==> src/rtl/mc_pkg.sv <==
// Shared encodings for the handshaked multicycle datapath: port FSM states,
// ALU operations and the controller mux selects.
package mc_pkg;

    typedef enum logic [1:0] {
        M_IDLE = 2'd0,
        M_REQ  = 2'd1,
        M_RSP  = 2'd2
    } mport_state_t;

    typedef enum logic [3:0] {
        ALU_ADD  = 4'h0,
        ALU_SUB  = 4'h1,
        ALU_AND  = 4'h2,
        ALU_OR   = 4'h3,
        ALU_XOR  = 4'h4,
        ALU_SLT  = 4'h5,
        ALU_SLTU = 4'h6,
        ALU_SLL  = 4'h7,
        ALU_SRL  = 4'h8,
        ALU_SRA  = 4'h9
    } alu_op_t;

    localparam logic [1:0] RES_ALUOUT = 2'b00;
    localparam logic [1:0] RES_DATA   = 2'b01;
    localparam logic [1:0] RES_ALU    = 2'b10;
    localparam logic [1:0] RES_IMM    = 2'b11;

    localparam logic [1:0] SRCA_PC    = 2'b00;
    localparam logic [1:0] SRCA_OLDPC = 2'b01;
    localparam logic [1:0] SRCA_A     = 2'b10;
    localparam logic [1:0] SRCA_ZERO  = 2'b11;

    localparam logic [1:0] SRCB_WD    = 2'b00;
    localparam logic [1:0] SRCB_IMM   = 2'b01;
    localparam logic [1:0] SRCB_FOUR  = 2'b10;
    localparam logic [1:0] SRCB_ZERO  = 2'b11;

    localparam logic [2:0] IMM_I = 3'b000;
    localparam logic [2:0] IMM_S = 3'b001;
    localparam logic [2:0] IMM_B = 3'b010;
    localparam logic [2:0] IMM_J = 3'b011;
    localparam logic [2:0] IMM_U = 3'b100;

endpackage

==> src/rtl/mc_mem_port.sv <==
// Valid/ready memory port: captures one request, holds it until accepted,
// then waits for the read response (writes complete on the handshake).
module mc_mem_port
    import mc_pkg::*;
#(
    parameter int XLEN = 32
) (
    input  logic            clk,
    input  logic            rst_n,
    input  logic            req,
    input  logic            we,
    input  logic            ir,
    input  logic [XLEN-1:0] adr,
    input  logic [XLEN-1:0] wdata,
    output logic            busy,
    output logic            rsp_take,
    output logic            ir_pend,
    output logic            mem_req_valid,
    input  logic            mem_req_ready,
    output logic [XLEN-1:0] mem_addr,
    output logic            mem_we,
    output logic [XLEN-1:0] mem_wdata,
    input  logic            mem_rsp_valid
);

    mport_state_t state, state_nxt;
    logic launch;

    assign launch = (state == M_IDLE) && req;

    always_ff @(posedge clk or negedge rst_n) begin
        if (!rst_n) begin
            state     <= M_IDLE;
            mem_addr  <= '0;
            mem_we    <= 1'b0;
            mem_wdata <= '0;
            ir_pend   <= 1'b0;
        end else begin
            state <= state_nxt;
            if (launch) begin
                mem_addr  <= adr;
                mem_we    <= we;
                mem_wdata <= wdata;
                ir_pend   <= ir;
            end
        end
    end

    // Response is only looked at from M_RSP, so it can never be taken in
    // the same cycle as the request handshake.
    always_comb begin
        state_nxt     = state;
        mem_req_valid = 1'b0;
        rsp_take      = 1'b0;
        case (state)
            M_IDLE: if (req) state_nxt = M_REQ;
            M_REQ: begin
                mem_req_valid = 1'b1;
                if (mem_req_ready) state_nxt = mem_we ? M_IDLE : M_RSP;
            end
            M_RSP: begin
                rsp_take = mem_rsp_valid;
                if (mem_rsp_valid) state_nxt = M_IDLE;
            end
            default: state_nxt = M_IDLE;
        endcase
    end

    assign busy = (state != M_IDLE);

endmodule

==> src/rtl/mc_datapath_hs.sv <==
// Multicycle RISC-V datapath with a stalling valid/ready memory port.
// While the port is busy every architectural update is frozen.
module mc_datapath_hs
    import mc_pkg::*;
#(
    parameter int              XLEN     = 32,
    parameter int              NREGS    = 32,
    parameter logic [XLEN-1:0] RESET_PC = '0
) (
    input  logic            clk,
    input  logic            rst_n,
    input  logic            PCWrite,
    input  logic            AdrSrc,
    input  logic            IRWrite,
    input  logic            RegWrite,
    input  logic            MemReq,
    input  logic            MemWrite,
    input  logic [1:0]      ResultSrc,
    input  logic [1:0]      ALUSrcA,
    input  logic [1:0]      ALUSrcB,
    input  logic [2:0]      ImmSrc,
    input  logic [3:0]      ALUControl,
    output logic            Zero,
    output logic            CarryOut,
    output logic            Overflow,
    output logic            Sign,
    output logic [31:0]     Instr,
    output logic            Busy,
    output logic            mem_req_valid,
    input  logic            mem_req_ready,
    output logic [XLEN-1:0] mem_addr,
    output logic            mem_we,
    output logic [XLEN-1:0] mem_wdata,
    input  logic            mem_rsp_valid,
    input  logic [XLEN-1:0] mem_rdata
);

    localparam int RW  = $clog2(NREGS);
    localparam int SHW = $clog2(XLEN);

    logic [XLEN-1:0] pc, old_pc, data, a_reg, write_data, alu_out;
    logic [31:0]     instr;
    logic [XLEN-1:0] rf [NREGS];

    logic [4:0]      rs1, rs2, rd;
    logic [XLEN-1:0] rd1, rd2, imm_ext, src_a, src_b, alu_result, result, adr;
    logic [31:0]     imm32;
    logic [XLEN:0]   sum;
    logic [XLEN-1:0] b_op;
    logic            sub, ovf_raw, busy, rsp_take, ir_pend;
    alu_op_t         op;

    assign rs1 = instr[19:15];
    assign rs2 = instr[24:20];
    assign rd  = instr[11:7];

    // x0 and indices beyond the implemented file read as zero and drop writes.
    function automatic logic in_rf(input logic [4:0] idx);
        return (idx != 5'd0) && (int'(idx) < NREGS);
    endfunction

    assign rd1 = in_rf(rs1) ? rf[rs1[RW-1:0]] : '0;
    assign rd2 = in_rf(rs2) ? rf[rs2[RW-1:0]] : '0;

    always_comb begin
        imm32 = '0;
        case (ImmSrc)
            IMM_I: imm32 = {{20{instr[31]}}, instr[31:20]};
            IMM_S: imm32 = {{20{instr[31]}}, instr[31:25], instr[11:7]};
            IMM_B: imm32 = {{19{instr[31]}}, instr[31], instr[7], instr[30:25], instr[11:8], 1'b0};
            IMM_J: imm32 = {{11{instr[31]}}, instr[31], instr[19:12], instr[20], instr[30:21], 1'b0};
            IMM_U: imm32 = {instr[31:12], 12'b0};
            default: imm32 = '0;
        endcase
        imm_ext = XLEN'($signed(imm32));
    end

    always_comb begin
        case (ALUSrcA)
            SRCA_PC:    src_a = pc;
            SRCA_OLDPC: src_a = old_pc;
            SRCA_A:     src_a = a_reg;
            default:    src_a = '0;
        endcase
        case (ALUSrcB)
            SRCB_WD:   src_b = write_data;
            SRCB_IMM:  src_b = imm_ext;
            SRCB_FOUR: src_b = XLEN'(4);
            default:   src_b = '0;
        endcase
    end

    // One adder serves ADD, SUB and both compares; CarryOut on SUB means no borrow.
    always_comb begin
        op      = alu_op_t'(ALUControl);
        sub     = (op == ALU_SUB) || (op == ALU_SLT) || (op == ALU_SLTU);
        b_op    = sub ? ~src_b : src_b;
        sum     = {1'b0, src_a} + {1'b0, b_op} + {{XLEN{1'b0}}, sub};
        ovf_raw = (src_a[XLEN-1] == b_op[XLEN-1]) && (sum[XLEN-1] != src_a[XLEN-1]);
        case (op)
            ALU_AND:  alu_result = src_a & src_b;
            ALU_OR:   alu_result = src_a | src_b;
            ALU_XOR:  alu_result = src_a ^ src_b;
            ALU_SLT:  alu_result = {{(XLEN-1){1'b0}}, sum[XLEN-1] ^ ovf_raw};
            ALU_SLTU: alu_result = {{(XLEN-1){1'b0}}, ~sum[XLEN]};
            ALU_SLL:  alu_result = src_a << src_b[SHW-1:0];
            ALU_SRL:  alu_result = src_a >> src_b[SHW-1:0];
            ALU_SRA:  alu_result = $signed(src_a) >>> src_b[SHW-1:0];
            default:  alu_result = sum[XLEN-1:0];
        endcase
    end

    assign Zero     = (alu_result == '0);
    assign Sign     = alu_result[XLEN-1];
    assign CarryOut = ((op == ALU_ADD) || (op == ALU_SUB)) && sum[XLEN];
    assign Overflow = ((op == ALU_ADD) || (op == ALU_SUB)) && ovf_raw;

    always_comb begin
        case (ResultSrc)
            RES_ALUOUT: result = alu_out;
            RES_DATA:   result = data;
            RES_ALU:    result = alu_result;
            default:    result = imm_ext;
        endcase
    end

    assign adr = AdrSrc ? result : pc;

    mc_mem_port #(.XLEN(XLEN)) u_port (
        .clk           (clk),
        .rst_n         (rst_n),
        .req           (MemReq),
        .we            (MemWrite),
        .ir            (IRWrite),
        .adr           (adr),
        .wdata         (write_data),
        .busy          (busy),
        .rsp_take      (rsp_take),
        .ir_pend       (ir_pend),
        .mem_req_valid (mem_req_valid),
        .mem_req_ready (mem_req_ready),
        .mem_addr      (mem_addr),
        .mem_we        (mem_we),
        .mem_wdata     (mem_wdata),
        .mem_rsp_valid (mem_rsp_valid)
    );

    always_ff @(posedge clk or negedge rst_n) begin
        if (!rst_n) begin
            pc         <= RESET_PC;
            old_pc     <= '0;
            instr      <= '0;
            data       <= '0;
            a_reg      <= '0;
            write_data <= '0;
            alu_out    <= '0;
        end else begin
            if (PCWrite && !busy) pc <= result;
            if (!busy) begin
                a_reg      <= rd1;
                write_data <= rd2;
                alu_out    <= alu_result;
            end
            // A fetch fills Instr from its response; the direct IRWrite load
            // only applies when no request is being launched.
            if (rsp_take) begin
                data <= mem_rdata;
                if (ir_pend) begin
                    instr  <= mem_rdata[31:0];
                    old_pc <= pc;
                end
            end else if (IRWrite && !busy && !MemReq) begin
                instr  <= data[31:0];
                old_pc <= pc;
            end
        end
    end

    always_ff @(posedge clk or negedge rst_n) begin
        if (!rst_n) begin
            for (int i = 0; i < NREGS; i++) rf[i] <= '0;
        end else if (RegWrite && !busy && in_rf(rd)) begin
            rf[rd[RW-1:0]] <= result;
        end
    end

    assign Instr = instr;
    assign Busy  = busy;

endmodule

==> config.mk <==
export PLATFORM = sky130hd
export DESIGN_NAME = mc_datapath_hs
export DESIGN_NICKNAME = d
export VERILOG_FILES = /design/src/rtl/mc_pkg.sv /design/src/rtl/mc_mem_port.sv /design/src/rtl/mc_datapath_hs.sv
export SDC_FILE = /design/constraint.sdc
export NUM_CORES = 2
export LEC_CHECK = 0
export BUFFER_PORTS_ARGS = -buffer_cell sky130_fd_sc_hd__buf_4
export CAP_MARGIN = 0
export CORE_MARGIN = 4
export CORE_UTILIZATION = 40
export CTS_CLUSTER_SIZE = 10
export DETAILED_ROUTE_END_ITERATION = 7
export GPL_TIMING_DRIVEN = 1
export PLACE_DENSITY = 0.57
export SLEW_MARGIN = 20
export SYNTH_ARGS = -nofsm -noshare
export SYNTH_HDL_FRONTEND = slang
export SYNTH_SLANG_ARGS = --single-unit
==> constraint.sdc <==
create_clock -name clk -period 16.7 [get_ports clk]
set_clock_uncertainty 0.05 [all_clocks]
set_input_delay 3.34 -clock clk [delete_from_list [all_inputs] [get_ports clk]]
set_output_delay 3.34 -clock clk [all_outputs]
set_load 0.005 [all_outputs]
Yosys cells after proc, flatten, opt, wreduce, memory -nomap -nowiden
Index checks and enable logic that the tools add are counted.
{ "word_totals": {"in_bits": 55, "wordCells": 149, "register_bits": 1316, "out_inout_bits": 103} }
{ "classes": {"magnitude_cmp": 4, "n_addsub": 2, "reduce_logical": 29, "muxes": 31, "bitwise_logic": 9, "shifts": 3, "eq_ne": 27} }
{ "ops": {"columns": ["operator", "count"], "rows": [
  ["$bwmux 1024", 1],
  ["$mux 32", 15],
  ["$bmux 32 s5", 2],
  ["$pmux 32 s3", 3],
  ["$pmux 32 s8", 1],
  ["$demux 32 s5", 1],
  ["$pmux 32 s5", 1],
  ["$add 32x32->33", 1],
  ["$add 33x1->33", 1],
  ["$and 32x32->32", 1],
  ["$logic_not 32->1", 1],
  ["$not 32->32", 1],
  ["$or 32x32->32", 1],
  ["$shl 32x5->32", 1],
  ["$shr 32x5->32", 1],
  ["$sshr 32x5->32", 1],
  ["$xor 32x32->32", 1],
  ["$ge 6x6->1 const B", 3],
  ["$not 5->6", 3],
  ["$eq 4x3->1 const B", 4],
  ["$reduce_bool 5->1", 3],
  ["$logic_and 1x1->1", 10],
  ["$eq 2x1->1 const B", 4],
  ["$eq 2x2->1 const B", 4],
  ["other kinds (24)", 40]
]} }

Logic depth before layout (Yosys ltp)
{ "logic_depth": {"depth_word": 13, "depth_mapped": 22, "mapped_depth_nobuf": 18} }

Modules after synthesis
A second synthesis with hierarchy kept.
{ "unflattened": {"hier_cells": 6710, "area_unflattened_um2": 73182.7} }
{ "modules_own_cells": {"columns": ["module", "seq_area_each_um2", "area_each_um2", "n_inst", "cells_per_inst"], "rows": [
  ["mc_datapath_hs", 31230.0, 70607.7, 1, 6559],
  ["mc_mem_port", 1701.6, 2575.0, 1, 151]
]} }

Worst setup path before layout
Ideal clock, no wire load.
{ "synth_path": {"path_type": "input -> output", "from": "input port ImmSrc[1]", "to": "output port Zero", "arrival_ps": 8162, "setup_slack_ps": 5148, "cell_stages": 21, "n_path_buf": 5, "t_required_ps": 13310, "cell_sequence": "buf_4 xnor2_4 mux2i_1 and2_1 buf_2 buf_2 clkbuf_1 buf_1 xnor2_1 ha_1 a21oi_1 o21ai_0 a32oi_1 o211ai_2 a31oi_4 o21bai_1 a221o_1 a2111o_1 o211ai_1 or3b_2 nor4_1"} }
{ "synth_between": {"elab_chain_len": 12} }
{ "synth_rtl": {"columns": ["item", "line_no", "text"], "rows": [
  ["start: declaration", "mc_datapath_hs.sv:21", "input logic [2:0] ImmSrc,"],
  ["$eq 3x3->1, or another cell as far along", "mc_datapath_hs.sv:67", "case (ImmSrc)"],
  ["$pmux 32 s5 (*)", "mc_datapath_hs.sv:67", null],
  ["$pmux 32 s3 (*)", "mc_datapath_hs.sv:85", "case (ALUSrcB)"],
  ["$not 32->32", "mc_datapath_hs.sv:97", "b_op = sub ? ~src_b : src_b;"],
  ["$mux 32", "mc_datapath_hs.sv:97", null],
  ["$add 32x32->33", "mc_datapath_hs.sv:98", "sum = {1'b0, src_a} + {1'b0, b_op} + {{XLEN{1'b0}}, sub};"],
  ["$add 33x1->33", "mc_datapath_hs.sv:98", null],
  ["$ne 1x1->1", "mc_datapath_hs.sv:99", "ovf_raw = (src_a[XLEN-1] == b_op[XLEN-1]) && (sum[XLEN-1] != src_a[XLEN-1]);"],
  ["$logic_and 1x1->1", "mc_datapath_hs.sv:99", null],
  ["$xor 1x1->1", "mc_datapath_hs.sv:104", "ALU_SLT: alu_result = {{(XLEN-1){1'b0}}, sum[XLEN-1] ^ ovf_raw};"],
  ["$pmux 32 s8 (*)", "mc_datapath_hs.sv:100", "case (op)"],
  ["$logic_not 32->1 (*)", "mc_datapath_hs.sv:113", "assign Zero = (alu_result == '0);"],
  ["end: declaration", "mc_datapath_hs.sv:23", "output logic Zero,"]
]} }
Every way passes the cells marked *; elsewhere a longest branch is shown, timed or not.

Worst setup path in the final report
{ "layout_path": {"from": "input port ALUSrcB[0]", "to": "output port Zero"} }
{ "layout_between": {"elab_chain_len": 11} }
{ "layout_rtl": {"columns": ["item", "line_no", "text"], "rows": [
  ["start: declaration", "mc_datapath_hs.sv:20", "input logic [1:0] ALUSrcB,"],
  ["$eq 2x2->1, or another cell as far along", "mc_datapath_hs.sv:85", null],
  ["$pmux 32 s3 (*)", "mc_datapath_hs.sv:85", null],
  ["$not 32->32", "mc_datapath_hs.sv:97", null],
  ["$mux 32", "mc_datapath_hs.sv:97", null],
  ["$add 32x32->33", "mc_datapath_hs.sv:98", null],
  ["$add 33x1->33", "mc_datapath_hs.sv:98", null],
  ["$ne 1x1->1", "mc_datapath_hs.sv:99", null],
  ["$logic_and 1x1->1", "mc_datapath_hs.sv:99", null],
  ["$xor 1x1->1", "mc_datapath_hs.sv:104", null],
  ["$pmux 32 s8 (*)", "mc_datapath_hs.sv:100", null],
  ["$logic_not 32->1 (*)", "mc_datapath_hs.sv:113", null]
]} }
Marked as above.

==> impl_metrics.json <==
{
  "hp-start": "rf[1008]",
  "power.density_nw_per_um2": 187,
  "worst-path-max-fanout": 56,
  "port_buffers": 157,
  "status": "finished clean",
  "start_util": 0.403,
  "fin_crit_sh": 0.818,
  "post_cts_buffers": 0,
  "grt_overflow": 0,
  "end_kind": "output port",
  "worstSetupPathType": "in2out",
  "grt.total_usage": 0.303,
  "nets": 6697,
  "core_um2": 181000,
  "cts-root-buf": "clkbuf_16",
  "ys_top_cells_by_count": "dfrtp_1 (1,316), nand2_1 (1,314), o21ai_0 (1,069), mux4_2 (587), clkbuf_1 (537)",
  "synth_edf_count": 0,
  "cts_hold_buf": 0,
  "ir_drop_mv": 0.139,
  "placedCellCount": 8756,
  "hold_end": "rf[1008]",
  "drv_cap": 0,
  "dp_slack_ps": 3210,
  "min_path_cells": 0,
  "async_flop_share": 1.00,
  "dp_hpwl_mm": 192,
  "avgViaCountPerCell": 6.24,
  "ff2ff_path_depth": 18,
  "synthToLayoutAreaGrowth_pct": 10.7,
  "final_cells": 8983,
  "ios": 158,
  "nFillCells": 16900,
  "synth.distinct_cells": 90,
  "slew_violations": 0,
  "route.detailed.drc": 0,
  "syn-cell-area_um2": 73100,
  "wirelength_mm": 291,
  "r2r_setup_slack_ps": 9520,
  "synthesis.nets": 6861,
  "drive_gt1_frac": 0.231,
  "drtIter0Drc": 5811,
  "grt_max_degree": 190,
  "r2r_end": "rf[184]",
  "synth_seq_cells": 1316,
  "ant_nets": 0,
  "synth_area_per_cell_um2": 10.9,
  "crit_arrival_ps": 10270,
  "clock_latency_ps": 830,
  "netlist_top_cells_area": "dfrtp_1 (45%), mux4_2 (18%), o21ai_0 (7.3%), nand2_1 (6.7%), mux2_2 (4.6%)",
  "startpoint": "ALUSrcB[0]",
  "ys.warnings.count": 0,
  "cts.sinks": 1316,
  "synthCells": 6709,
  "clkTransAtPathRegs_ps": 50,
  "worstSetupStartpointType": "input pin",
  "clock_path_buffers": 3,
  "placementRows": 156,
  "slew_headroom": 0.195,
  "die_y_um": 435,
  "vias": 56000,
  "rsz0062_at_grt": "no",
  "setup_ws_ps": 3040,
  "synth_top_cell_by_area": "dfrtp_1",
  "synth_top_cell_area_share": 0.451,
  "cellLeakagePower_uw": 0.0346,
  "die_area_um2": 190000,
  "largest_reg_flops": 1024,
  "seq_area_frac_synth": 0.451,
  "drt_pass1_iterations": 6,
  "rr_startpoint": "Instr[20]",
  "antenna_found_initial": 14,
  "period_minus_slack_ps": 13660,
  "cts_resized": 0,
  "setup_viol": 0,
  "regMostFlops": "rf",
  "setup_tns_ps": 0,
  "wl_per_cell_um": 32.4,
  "h-tree-depth": 4,
  "required_ps": 13310,
  "grt_pass1_vias": 56200,
  "die_width_um": 435,
  "cts_tree": "yes",
  "final_util": 0.446,
  "hold_viol": 0,
  "cts_buffers": 155,
  "worst_slew_pin_slew_ps": 1200,
  "hold_path_class": "reg2reg",
  "fmax_ghz": 0.0732,
  "grt_first_pass_wirelength_mm": 418,
  "place.gp.congestion": 1.03,
  "ys.flop_type": "dfrtp_1",
  "yosysMostFrequentCell": "dfrtp_1"
}
report_power, final:
group          total, uW  internal [uW]  switching, uW
Combinational       6580           2750           3840
Sequential          5430           4300           1130
Clock               3110           1750           1350
through the flow:
stage,area (um^2),hold WS (ps),total power (uW)
CTS,80800,345,15100
detailed placement,76400,333,12000
global route,80900,354,15900
floorplan,73100,391,9280
finish,80900,343,15100
global placement,76400,326,11800
routing by layer:
layer	track usage	part of all wire
met3	0.0552	0.068
met5	0	0.00010
met4	0.171	0.069
met2	0.487	0.47
met1	0.389	0.40
critical path: stages:
cell	delay [ps]
buf_4	470
nor2_1	330
a32oi_4	230
buf_4	550
inv_4	290
mux2i_4	370
inv_1	140
fa_1	470
a21oi_1	220
o21ai_0	160
a21oi_1	570
a21boi_0	310
o211ai_1	470
a21o_1	190
mux2i_1	190
o2111ai_1	250
nor4b_1	430
nand4_1	250
nor4_1	690
buf_4	230
kinds of logic after synthesis:
logic type,share of synthesized area
AOI/OAI and AO/OA,0.137
and+or+nand+nor,0.0940
DFF,0.451
muxes,0.253
buffers and inverters,0.0403
adders and majority gates,0.0167
xor gates and xnor gates,0.00793
layout make-up:
type,instances,area [um^2],share of cell area
Sequential cell,1316,33000,0.407
Multi-Input combinational cell,4639,37500,0.463
Antenna cell,11,27.5,0.000340
Clock buffer,197,4170,0.0515
Tap cell,2370,2970,0.0366
Inverter,84,323,0.00399
Timing Repair Buffer,349,2740,0.0339
Clock inverter,17,230,0.00285
cell usage in the layout (no fill, tap or decap), types with 9 or more instances in the layout:
cell type,n
o211ai_1,21
nor2b_1,52
o221ai_1,15
nand2_2,32
o21a_1,9
xnor2_1,31
mux4_2,587
ha_1,96
nand2_1,1281
a21oi_1,152
clkbuf_16,158
diode_2,11
o2111ai_1,13
nand3_1,17
a221oi_1,27
a21o_1,25
a21oi_2,9
a22oi_1,29
mux2_2,301
nor3b_1,11
inv_1,78
nand4_1,11
mux2i_1,186
buf_4,339
o21ai_1,9
nor3_1,37
dfrtp_1,1306
and3_1,41
o31ai_1,53
nor2_1,123
xor2_1,31
o22ai_1,91
clkbuf_1,32
o2bb2ai_1,29
a31oi_1,18
a211oi_1,73
a221o_1,9
and2_1,9
o21ai_0,1064
how the worst max path moves through the flow:
stage / end / slack, ps / depth (start not counted)
2_1_floorplan: Zero / 5150 / 21
3_3_place_gp: Zero / 3140 / 20
3_5_place_dp: Zero / 3210 / 20
4_1_cts: Zero / 3190 / 20
5_1_grt: Zero / 2700 / 20
6_report: Zero / 3040 / 20
Power figures use the tool's default switching activity.
